## config.mk

```make
export PLATFORM = sky130hd
export DESIGN_NAME = fp_div_ctrl_flat
export DESIGN_NICKNAME = d
export VERILOG_FILES = /design/src/rtl/fp_div_ctrl_if.sv /design/src/rtl/fp_div_ctrl.sv /design/src/flat_wrapper.sv
export SDC_FILE = /design/constraint.sdc
export NUM_CORES = 1
export LEC_CHECK = 0
export CAP_MARGIN = 10
export CELL_PAD_IN_SITES_DETAIL_PLACEMENT = 1
export CELL_PAD_IN_SITES_GLOBAL_PLACEMENT = 1
export CORE_UTILIZATION = 36
export CTS_CLUSTER_SIZE = 16
export DETAILED_ROUTE_END_ITERATION = 10
export HOLD_SLACK_MARGIN = 0.15
export PLACE_DENSITY = 0.87
export SKIP_LAST_GASP = 1
export SLEW_MARGIN = 10
export SYNTH_ARGS = -nofsm -noshare
export SYNTH_HDL_FRONTEND = slang
export SYNTH_SLANG_ARGS = --single-unit
```

## constraint.sdc

```tcl
create_clock -name i_clk -period 6.6 [get_ports i_clk]
set_input_delay 1.32 -clock i_clk [delete_from_list [all_inputs] [get_ports i_clk]]
set_output_delay 1.32 -clock i_clk [all_outputs]
set_load 0.02 [all_outputs]
```

## src/rtl/fp_div_ctrl_if.sv

```systemverilog
// rtl/fp_div_ctrl_if.sv - request, result and core-side signals of the FP divide issue stage
interface fp_div_ctrl_if;
    logic        i_valid;
    logic        o_ready;
    logic [31:0] i_a;
    logic [31:0] i_b;
    logic        o_valid;
    logic [31:0] o_result;
    logic [4:0]  o_flags;
    logic        o_core_valid;
    logic [31:0] o_core_a;
    logic [31:0] o_core_b;
    logic        i_core_valid;
    logic [31:0] i_core_result;

    modport slave (
        input  i_valid, i_a, i_b, i_core_valid, i_core_result,
        output o_ready, o_valid, o_result, o_flags, o_core_valid, o_core_a, o_core_b
    );

    modport master (
        output i_valid, i_a, i_b, i_core_valid, i_core_result,
        input  o_ready, o_valid, o_result, o_flags, o_core_valid, o_core_a, o_core_b
    );
endinterface

```

## src/rtl/fp_div_ctrl.sv

```systemverilog
// rtl/fp_div_ctrl.sv - single-precision divide issue stage: classify, launch core, fix exponent, saturate
module fp_div_ctrl #(
    parameter int TIMEOUT = 40,
    parameter int CNT_W   = 6
) (
    input logic           i_clk,
    input logic           i_rst_n,
    fp_div_ctrl_if.slave  bus
);

    typedef enum logic [2:0] {S_IDLE, S_CLASS, S_WAIT, S_FIX, S_DONE} state_t;

    localparam logic [31:0] QNAN = 32'h7FC0_0000;

    state_t           state, state_next;
    logic [31:0]      a_q, b_q;
    logic [30:0]      core_q;
    logic [31:0]      result_q, result_next;
    logic [4:0]       flags_q, flags_next;
    logic [CNT_W-1:0] cnt;
    logic             load_res;
    logic             launch;

    logic [7:0]  a_exp, b_exp, core_exp, d8;
    logic        a_zero, a_inf, a_nan, b_zero, b_inf, b_nan;
    logic        sign, adj, e_ovf, e_unf;
    logic [9:0]  e_raw;
    logic [31:0] inf_res, zero_res;

    assign a_exp  = a_q[30:23];
    assign b_exp  = b_q[30:23];
    assign a_zero = (a_exp == 8'd0);
    assign b_zero = (b_exp == 8'd0);
    assign a_inf  = (a_exp == 8'hFF) && (a_q[22:0] == 23'd0);
    assign b_inf  = (b_exp == 8'hFF) && (b_q[22:0] == 23'd0);
    assign a_nan  = (a_exp == 8'hFF) && (a_q[22:0] != 23'd0);
    assign b_nan  = (b_exp == 8'hFF) && (b_q[22:0] != 23'd0);
    assign sign   = a_q[31] ^ b_q[31];

    assign inf_res  = {sign, 8'hFF, 23'd0};
    assign zero_res = {sign, 31'd0};

    // The core drops one from the exponent when it normalised; detect that by
    // comparing its raw exponent with the plain wrapped difference.
    assign core_exp = core_q[30:23];
    assign d8       = a_exp - b_exp;
    assign adj      = (core_exp != d8);
    assign e_raw    = {2'b00, a_exp} - {2'b00, b_exp} + 10'd127 - {9'd0, adj};
    assign e_ovf    = $signed(e_raw) >= 10'sd255;
    assign e_unf    = $signed(e_raw) <= 10'sd0;

    always_ff @(posedge i_clk or negedge i_rst_n) begin
        if (!i_rst_n) begin
            state <= S_IDLE;
        end else begin
            state <= state_next;
        end
    end

    always_comb begin
        state_next  = state;
        result_next = result_q;
        flags_next  = 5'd0;
        load_res    = 1'b0;
        launch      = 1'b0;
        case (state)
            S_IDLE: begin
                if (bus.i_valid) state_next = S_CLASS;
            end
            S_CLASS: begin
                state_next = S_DONE;
                load_res   = 1'b1;
                if (a_nan || b_nan || (a_zero && b_zero) || (a_inf && b_inf)) begin
                    result_next = QNAN;
                    flags_next  = 5'b01000;
                end else if (b_zero) begin
                    result_next = inf_res;
                    flags_next  = 5'b00100;
                end else if (a_inf) begin
                    result_next = inf_res;
                end else if (a_zero || b_inf) begin
                    result_next = zero_res;
                end else begin
                    load_res   = 1'b0;
                    launch     = 1'b1;
                    state_next = S_WAIT;
                end
            end
            S_WAIT: begin
                if (bus.i_core_valid) begin
                    state_next = S_FIX;
                end else if (cnt == CNT_W'(TIMEOUT)) begin
                    result_next = QNAN;
                    flags_next  = 5'b10000;
                    load_res    = 1'b1;
                    state_next  = S_DONE;
                end
            end
            S_FIX: begin
                load_res   = 1'b1;
                state_next = S_DONE;
                if (e_ovf) begin
                    result_next = inf_res;
                    flags_next  = 5'b00010;
                end else if (e_unf) begin
                    result_next = zero_res;
                    flags_next  = 5'b00001;
                end else begin
                    result_next = {sign, e_raw[7:0], core_q[22:0]};
                end
            end
            S_DONE: begin
                state_next = S_IDLE;
            end
            default: begin
                state_next = S_IDLE;
            end
        endcase
    end

    always_ff @(posedge i_clk or negedge i_rst_n) begin
        if (!i_rst_n) begin
            a_q      <= 32'd0;
            b_q      <= 32'd0;
            core_q   <= 31'd0;
            cnt      <= '0;
            result_q <= 32'd0;
            flags_q  <= 5'd0;
        end else begin
            if (state == S_IDLE && bus.i_valid) begin
                a_q <= bus.i_a;
                b_q <= bus.i_b;
            end
            if (launch) begin
                cnt <= '0;
            end else if (state == S_WAIT) begin
                cnt <= cnt + 1'b1;
            end
            if (state == S_WAIT && bus.i_core_valid) begin
                core_q <= bus.i_core_result[30:0];
            end
            if (load_res) begin
                result_q <= result_next;
                flags_q  <= flags_next;
            end
        end
    end

    assign bus.o_ready      = (state == S_IDLE);
    assign bus.o_valid      = (state == S_DONE);
    assign bus.o_core_valid = launch;
    assign bus.o_core_a     = a_q;
    assign bus.o_core_b     = b_q;
    assign bus.o_result     = result_q;
    assign bus.o_flags      = flags_q;

endmodule

```

## src/flat_wrapper.sv

```systemverilog
// flat-port wrapper written by rule: the top's interface ports become plain ports
module fp_div_ctrl_flat 
#(
    parameter int TIMEOUT = 40,
    parameter int CNT_W   = 6
)
  (i_clk, i_rst_n, bus_i_valid, bus_i_a, bus_i_b, bus_i_core_valid, bus_i_core_result, bus_o_ready, bus_o_valid, bus_o_result, bus_o_flags, bus_o_core_valid, bus_o_core_a, bus_o_core_b);
  fp_div_ctrl_if bus_i ();
  input logic i_clk;
  input logic i_rst_n;
  input wire logic [$bits(bus_i.i_valid)-1:0] bus_i_valid;
  input wire logic [$bits(bus_i.i_a)-1:0] bus_i_a;
  input wire logic [$bits(bus_i.i_b)-1:0] bus_i_b;
  input wire logic [$bits(bus_i.i_core_valid)-1:0] bus_i_core_valid;
  input wire logic [$bits(bus_i.i_core_result)-1:0] bus_i_core_result;
  output wire logic [$bits(bus_i.o_ready)-1:0] bus_o_ready;
  output wire logic [$bits(bus_i.o_valid)-1:0] bus_o_valid;
  output wire logic [$bits(bus_i.o_result)-1:0] bus_o_result;
  output wire logic [$bits(bus_i.o_flags)-1:0] bus_o_flags;
  output wire logic [$bits(bus_i.o_core_valid)-1:0] bus_o_core_valid;
  output wire logic [$bits(bus_i.o_core_a)-1:0] bus_o_core_a;
  output wire logic [$bits(bus_i.o_core_b)-1:0] bus_o_core_b;
  assign bus_i.i_valid = bus_i_valid;
  assign bus_i.i_a = bus_i_a;
  assign bus_i.i_b = bus_i_b;
  assign bus_i.i_core_valid = bus_i_core_valid;
  assign bus_i.i_core_result = bus_i_core_result;
  assign bus_o_ready = bus_i.o_ready;
  assign bus_o_valid = bus_i.o_valid;
  assign bus_o_result = bus_i.o_result;
  assign bus_o_flags = bus_i.o_flags;
  assign bus_o_core_valid = bus_i.o_core_valid;
  assign bus_o_core_a = bus_i.o_core_a;
  assign bus_o_core_b = bus_i.o_core_b;
  fp_div_ctrl #(.TIMEOUT(TIMEOUT), .CNT_W(CNT_W)) u_core (.i_clk(i_clk), .i_rst_n(i_rst_n), .bus(bus_i));
endmodule
```

==> qor.csv, run 1 <==
metric,value,unit
drv_cap,0,
cp.depth,24,
critPathLaunch,u_core.bus.o_core_a[23],
dp_hpwl,13.6,mm
synth_top_area_share,55.3,%
fin_tns_setup,0,ns
clk_pin_slew,0.06,ns
vias_per_cell,5.13,
die_x,135,um
cts_tree,yes,
worstSkewPairLatency,0.42,ns
drtAntennaViolNets,0,
grt.overflow.total,0,
critPathRequiredTime,6.91,ns
final_max_slew_viol_count,0,
synthCells,518,
maxSlewHeadroom,40.7,%
post-synth-top-count-cell,dfrtp_1,
synth-main-ff-cell,dfrtp_1,
drive_gt1_share,17.9,%
antenna_found_initial,0,
async_reset_ff_share,100,%
syn2layout_area_growth,45.0,%
cts_setup_buffers,0,
fin_crit,5.66,ns
grt_pass1_vias,5561,
path_delay_family,simple AND/OR/NAND/NOR gates,
ys_seq_area_share,55.3,%
cts_resized,0,
hold_buffers,0,
drc,0,
drt_pre_antenna_iters,4,
h-tree-depth,4,
gp_congestion,0.836,
worstPathCellList,inv_1 -> ha_1 -> inv_1 -> fa_1 -> a21oi_1 -> nor2b_1 -> a311o_1 -> xor2_1 -> xnor2_1 -> nand4_1 -> nor3_1 -> ha_1 -> ha_1 -> inv_1 -> fa_1 -> nand2b_1 -> a21oi_1 -> o31a_1 -> or3_1 -> nand2_1 -> nor4_1 -> nor4_4 -> buf_4 -> a221o_1,
max_freq,0.177,GHz
ys_ff_latch,141,
grt_use_total,21.8,%
wl,19.0,mm
fin_area,9240,um^2
reg2reg_setup_slack,0.94,ns
vias,4927,
crit_fanout,23,
crit-reg2reg-capture,u_core.bus.o_result[22],
finalSetupViolations,0,
diodes,0,
rsz0062_at_grt,false,
yosys.area.top_type,dfrtp_1,
critical_path_buf_inv_count,4,
crit_path_end,u_core.bus.o_result[22],
crit_path_start_kind,flop,
synth_area,6380,um^2
core-area,17300,um^2
boundaryPins,204,
crit_arrival,5.97,ns
num-nets-final,844,
hold_ws,0.475,ns
syn-num-nets,639,
hp-class,reg -> reg,
hold_viol,0,
worst_slew_pin_slew,0.890,ns
synth_edf_count,0,
cts.path.max_buffers,2,
status,completed,
max_stage_delay,0.54,ns
grt_pass1_wl,30.1,mm
cts-buffers-inserted,17,
grt_max_degree,89,
reg2reg_depth,24,
ys_types,45,
core.rowCount,48,
clockRootBuffer,clkbuf_16,
avgRoutedWirePerCell,19.8,um
cts.sinks,141,
start_util,36.9,%
period_share,85.8,%
endpoint_kind,flop,
dpl-instance-area,8650,um^2
drtIter0Drc,127,
synth_warnings,0,
numPortBuffers,202,
yosys-top-cells-count,"141 x dfrtp_1, 87 x mux2_2, 29 x nand2_1",
die_h,135,um
path_class,reg -> reg,
skew,0.0106,ns
slowest_stage,nor4_1,
die-area,18200,um^2
synth_area_leaders,"dfrtp_1 55%, mux2_2 15%, ha_1 3.7%, a22o_1 3.2%, nand2_1 1.7%",
synth.avg_cell_area,12.3,um^2
r2r_start,u_core.bus.o_core_a[23],
-- flip-flops by register name, summed over array words and instances (netlist names) --
signal               cells
u_core.bus.o_result     32
u_core.bus.o_core_a     32
u_core.bus.o_core_b     32
u_core.core_q           31
u_core.cnt               6
u_core.state             3
u_core.bus.o_flags       5
-- through the flow --
stage	setup WS [ns]	util, %	std cells
finish	0.939	53.4	961
CTS	0.922	53.4	961
floorplan	1.81	-	518
global route	0.528	53.4	961
global placement	1.36	50.0	929
detailed placement	1.08	50.0	929
-- placed cells by master (no fill, tap or decap), types with 2 or more instances in the layout --
cell type / Yosys / final
clkbuf_16: 0 / 17
xor2_1: 11 / 11
a211oi_1: 2 / 2
or4_1: 4 / 4
nand2_1: 29 / 29
clkdlybuf4s50_1: 0 / 201
inv_6: 0 / 4
o21ai_0: 19 / 19
a221o_1: 5 / 5
nor2b_1: 3 / 3
or3_1: 3 / 3
mux2_2: 87 / 87
nor3_1: 13 / 13
nand3_1: 6 / 6
a21oi_1: 13 / 13
a21o_1: 4 / 4
nand4_1: 9 / 9
nand2b_1: 4 / 4
clkinv_4: 0 / 2
and3_1: 3 / 3
buf_4: 0 / 5
inv_1: 26 / 26
fa_1: 2 / 2
nor4_1: 12 / 12
o21bai_1: 2 / 2
a22o_1: 23 / 23
clkinvlp_4: 0 / 2
ha_1: 19 / 19
inv_8: 0 / 3
a32oi_1: 3 / 3
dfrtp_1: 141 / 141
xnor2_1: 12 / 12
nor2_1: 26 / 26
-- cell families (layout without fill, tap and decap cells) --
| family | after synthesis | after routing | share of synthesized area, % |
|---|---|---|---|
| compound gates | 80 | 80 | 9.11 |
| xor+xnor | 23 | 23 | 3.16 |
| fa+ha+maj | 21 | 21 | 4.36 |
| buf+inv | 47 | 265 | 2.83 |
| flops | 141 | 141 | 55.3 |
| mux | 88 | 88 | 15.5 |
| simple gates | 118 | 118 | 9.69 |
-- worst min-delay path by stage --
| stage | startpoint | to | slack (ns) | cells past startpoint |
|---|---|---|---|---|
| after global placement | u_core.bus.o_flags[4] | u_core.bus.o_flags[4] | 0.46 | 1 |
| after global routing | u_core.bus.o_flags[1] | u_core.bus.o_flags[1] | 0.50 | 1 |
| after detailed placement | u_core.bus.o_flags[1] | u_core.bus.o_flags[1] | 0.47 | 1 |
| after CTS | u_core.bus.o_flags[1] | u_core.bus.o_flags[1] | 0.48 | 1 |
| after floorplan | u_core.core_q[0] | u_core.bus.o_result[0] | 0.46 | 1 |
| final | u_core.bus.o_flags[1] | u_core.bus.o_flags[1] | 0.48 | 1 |
-- cell type report --
class / count / area, um^2
Fill cell: 1781 / 8050
Sequential cell: 141 / 3530
Multi-Input combinational cell: 330 / 2680
Timing Repair Buffer: 207 / 2060
Clock buffer: 18 / 439
Tap cell: 225 / 282
Clock inverter: 14 / 153
Inverter: 26 / 97.6
-- routing by layer --
metal | routed length, um | up-vias | global-route usage, %
met5 | 0 | - | 0
met4 | 259 | 0 | 7.12
met3 | 1410 | 20 | 7.58
met2 | 9640 | 163 | 37.4
met1 | 7670 | 2471 | 25.3
li1 | - | 2273 | -
Power of run 1 is left out: the tool's default activity adds up to more than one toggle a clock period on the data nets, which glitch-free logic cannot reach.
==> run 2, diff against run 1 <==
SLEW_MARGIN = 20   (was 10)
==> results of run 2 <==
No change in the layout: final DEF, timing and power equal those of run 1.
Power of run 2 is left out for the same reason.
==> run 3, diff against run 2 <==
PLACE_DENSITY = 0.84   (was 0.87)
==> qor.csv, run 3 (synthesis results as in run 1) <==
metric,value,unit,change
numPortBuffers,202,,unchanged
cts_setup_buffers,0,,unchanged
h-tree-depth,4,,unchanged
rsz0062_at_grt,false,,
critPathLaunch,u_core.bus.o_core_a[23],,
die_h,135,um,unchanged
n_fill_cell,1794,,+0.73%
worstSkewPairLatency,0.42,ns,about the same
status,completed,,
grt_pass1_vias,5635,,+1.3%
drt_pre_antenna_iters,4,,unchanged
drc,0,,unchanged
fin_tns_setup,0,ns,unchanged
gp_congestion,0.803,,-3.9%
cts.sinks,141,,unchanged
drv_cap,0,,unchanged
pre_cts_slack,1.09,ns,+0.0113 ns
finalSetupViolations,0,,unchanged
skew,0.0143,ns,+0.00371 ns
worst_slew_pin_slew,0.859,ns,-0.0310 ns
final_cell_mix,"201 x clkdlybuf4s50_1, 141 x dfrtp_1, 87 x mux2_2",,
diodes,0,,unchanged
drive_gt1_share,17.5,%,-0.41 points
cts.path.max_buffers,2,,unchanged
crit_arrival,5.87,ns,-0.10 ns
crit_path_start_kind,flop,,
num-nets-final,844,,unchanged
path_class,reg -> reg,,
crit-reg2reg-capture,u_core.bus.o_result[22],,
grt.overflow.total,0,,unchanged
endpoint_kind,flop,,
vias_per_cell,5.16,,+0.59%
start_util,36.9,%,unchanged
antenna_found_initial,0,,unchanged
setup_slack,1.02,ns,+0.0856 ns
reg2reg_setup_slack,1.02,ns,+0.09 ns
core-area,17300,um^2,unchanged
final_common_cell,clkdlybuf4s50_1,,
fin_crit,5.58,ns,-0.0856 ns
drtIter0Drc,133,,+4.7%
critPathRequiredTime,6.89,ns,-0.02 ns
reg2reg_depth,24,,unchanged
syn2layout_area_growth,44.8,%,about the same
hp-class,reg -> reg,,
maxSlewHeadroom,42.7,%,+2.1 points
clk_pin_slew,0.06,ns,about the same
core.rowCount,48,,unchanged
clockRootBuffer,clkbuf_16,,
r2r_start,u_core.bus.o_core_a[23],,
hold_buffers,0,,unchanged
drtAntennaViolNets,0,,unchanged
die-area,18200,um^2,unchanged
crit_fanout,23,,unchanged
dp_cells,929,,unchanged
max_freq,0.179,GHz,+1.5%
fin_cells,961,,unchanged
grt_pass1_wl,29.8,mm,-0.96%
avgRoutedWirePerCell,19.4,um,-1.8%
boundaryPins,204,,unchanged
dp_hpwl,13.8,mm,+1.3%
final_max_slew_viol_count,0,,unchanged
grt_use_total,21.4,%,-0.37 points
vias,4956,,+0.59%
cts_tree,yes,,
die_x,135,um,unchanged
hold_viol,0,,unchanged
cts_resized,0,,unchanged
cts-buffers-inserted,17,,unchanged
crit_path_end,u_core.bus.o_result[22],,
wl,18.6,mm,-1.8%
period_share,84.5,%,-1.3 points
grt_max_degree,81,,-9.0%
-- run 3: layer usage --
layer,vias up,share of wire (%),track usage (%)
li1,2267,-,-
met1,2484,39,24.7
met2,183,50,36.2
met3,22,8.5,7.81
met4,0,2.0,7.93
met5,-,0,0
-- run 3: layout make-up --
class	count	area (um^2)	share of cell area (%)
Clock inverter	11	133	1.44
Sequential cell	141	3530	38.2
Multi-Input combinational cell	330	2680	29.1
Timing Repair Buffer	207	2060	22.3
Clock buffer	21	450	4.88
Tap cell	225	282	3.05
Inverter	26	97.6	1.06
-- run 3: worst min path at each step --
stage / from / end / slack, ns / depth (start not counted)
floorplan: u_core.core_q[0] / u_core.bus.o_result[0] / 0.46 / 1
global placement: u_core.bus.o_flags[4] / u_core.bus.o_flags[4] / 0.46 / 1
detailed placement: u_core.bus.o_flags[4] / u_core.bus.o_flags[4] / 0.47 / 1
CTS: u_core.bus.o_flags[4] / u_core.bus.o_flags[4] / 0.48 / 1
global route: u_core.core_q[20] / u_core.bus.o_result[20] / 0.51 / 1
finish: u_core.bus.o_flags[4] / u_core.bus.o_flags[4] / 0.48 / 1
-- run 3: worst max-delay path, cell delays in order (launching register included) --
cell and delay (ns):
dfrtp_1 0.40, inv_1 0.13, ha_1 0.17, inv_1 0.05, fa_1 0.40, a21oi_1 0.17
nor2b_1 0.09, a311o_1 0.40, xor2_1 0.34, xnor2_1 0.17, nand4_1 0.09, nor3_1 0.18
ha_1 0.20, ha_1 0.18, inv_1 0.06, fa_1 0.39, nand2b_1 0.18, a21oi_1 0.20
nor4_1 0.08, or3_1 0.41, or3_1 0.42, nand2_1 0.14, nor4_4 0.06, buf_4 0.24
a221o_1 0.31
-- run 3: per-stage QoR --
stage	hold WS, ns	utilization (%)	instance area, um^2
3_3_place_gp	0.463	50.0	8650
5_1_grt	0.508	53.4	9240
6_report	0.478	53.4	9240
2_1_floorplan	0.462	-	6380
4_1_cts	0.480	53.4	9240
3_5_place_dp	0.468	50.0	8650
Power of run 3 is left out for the same reason.
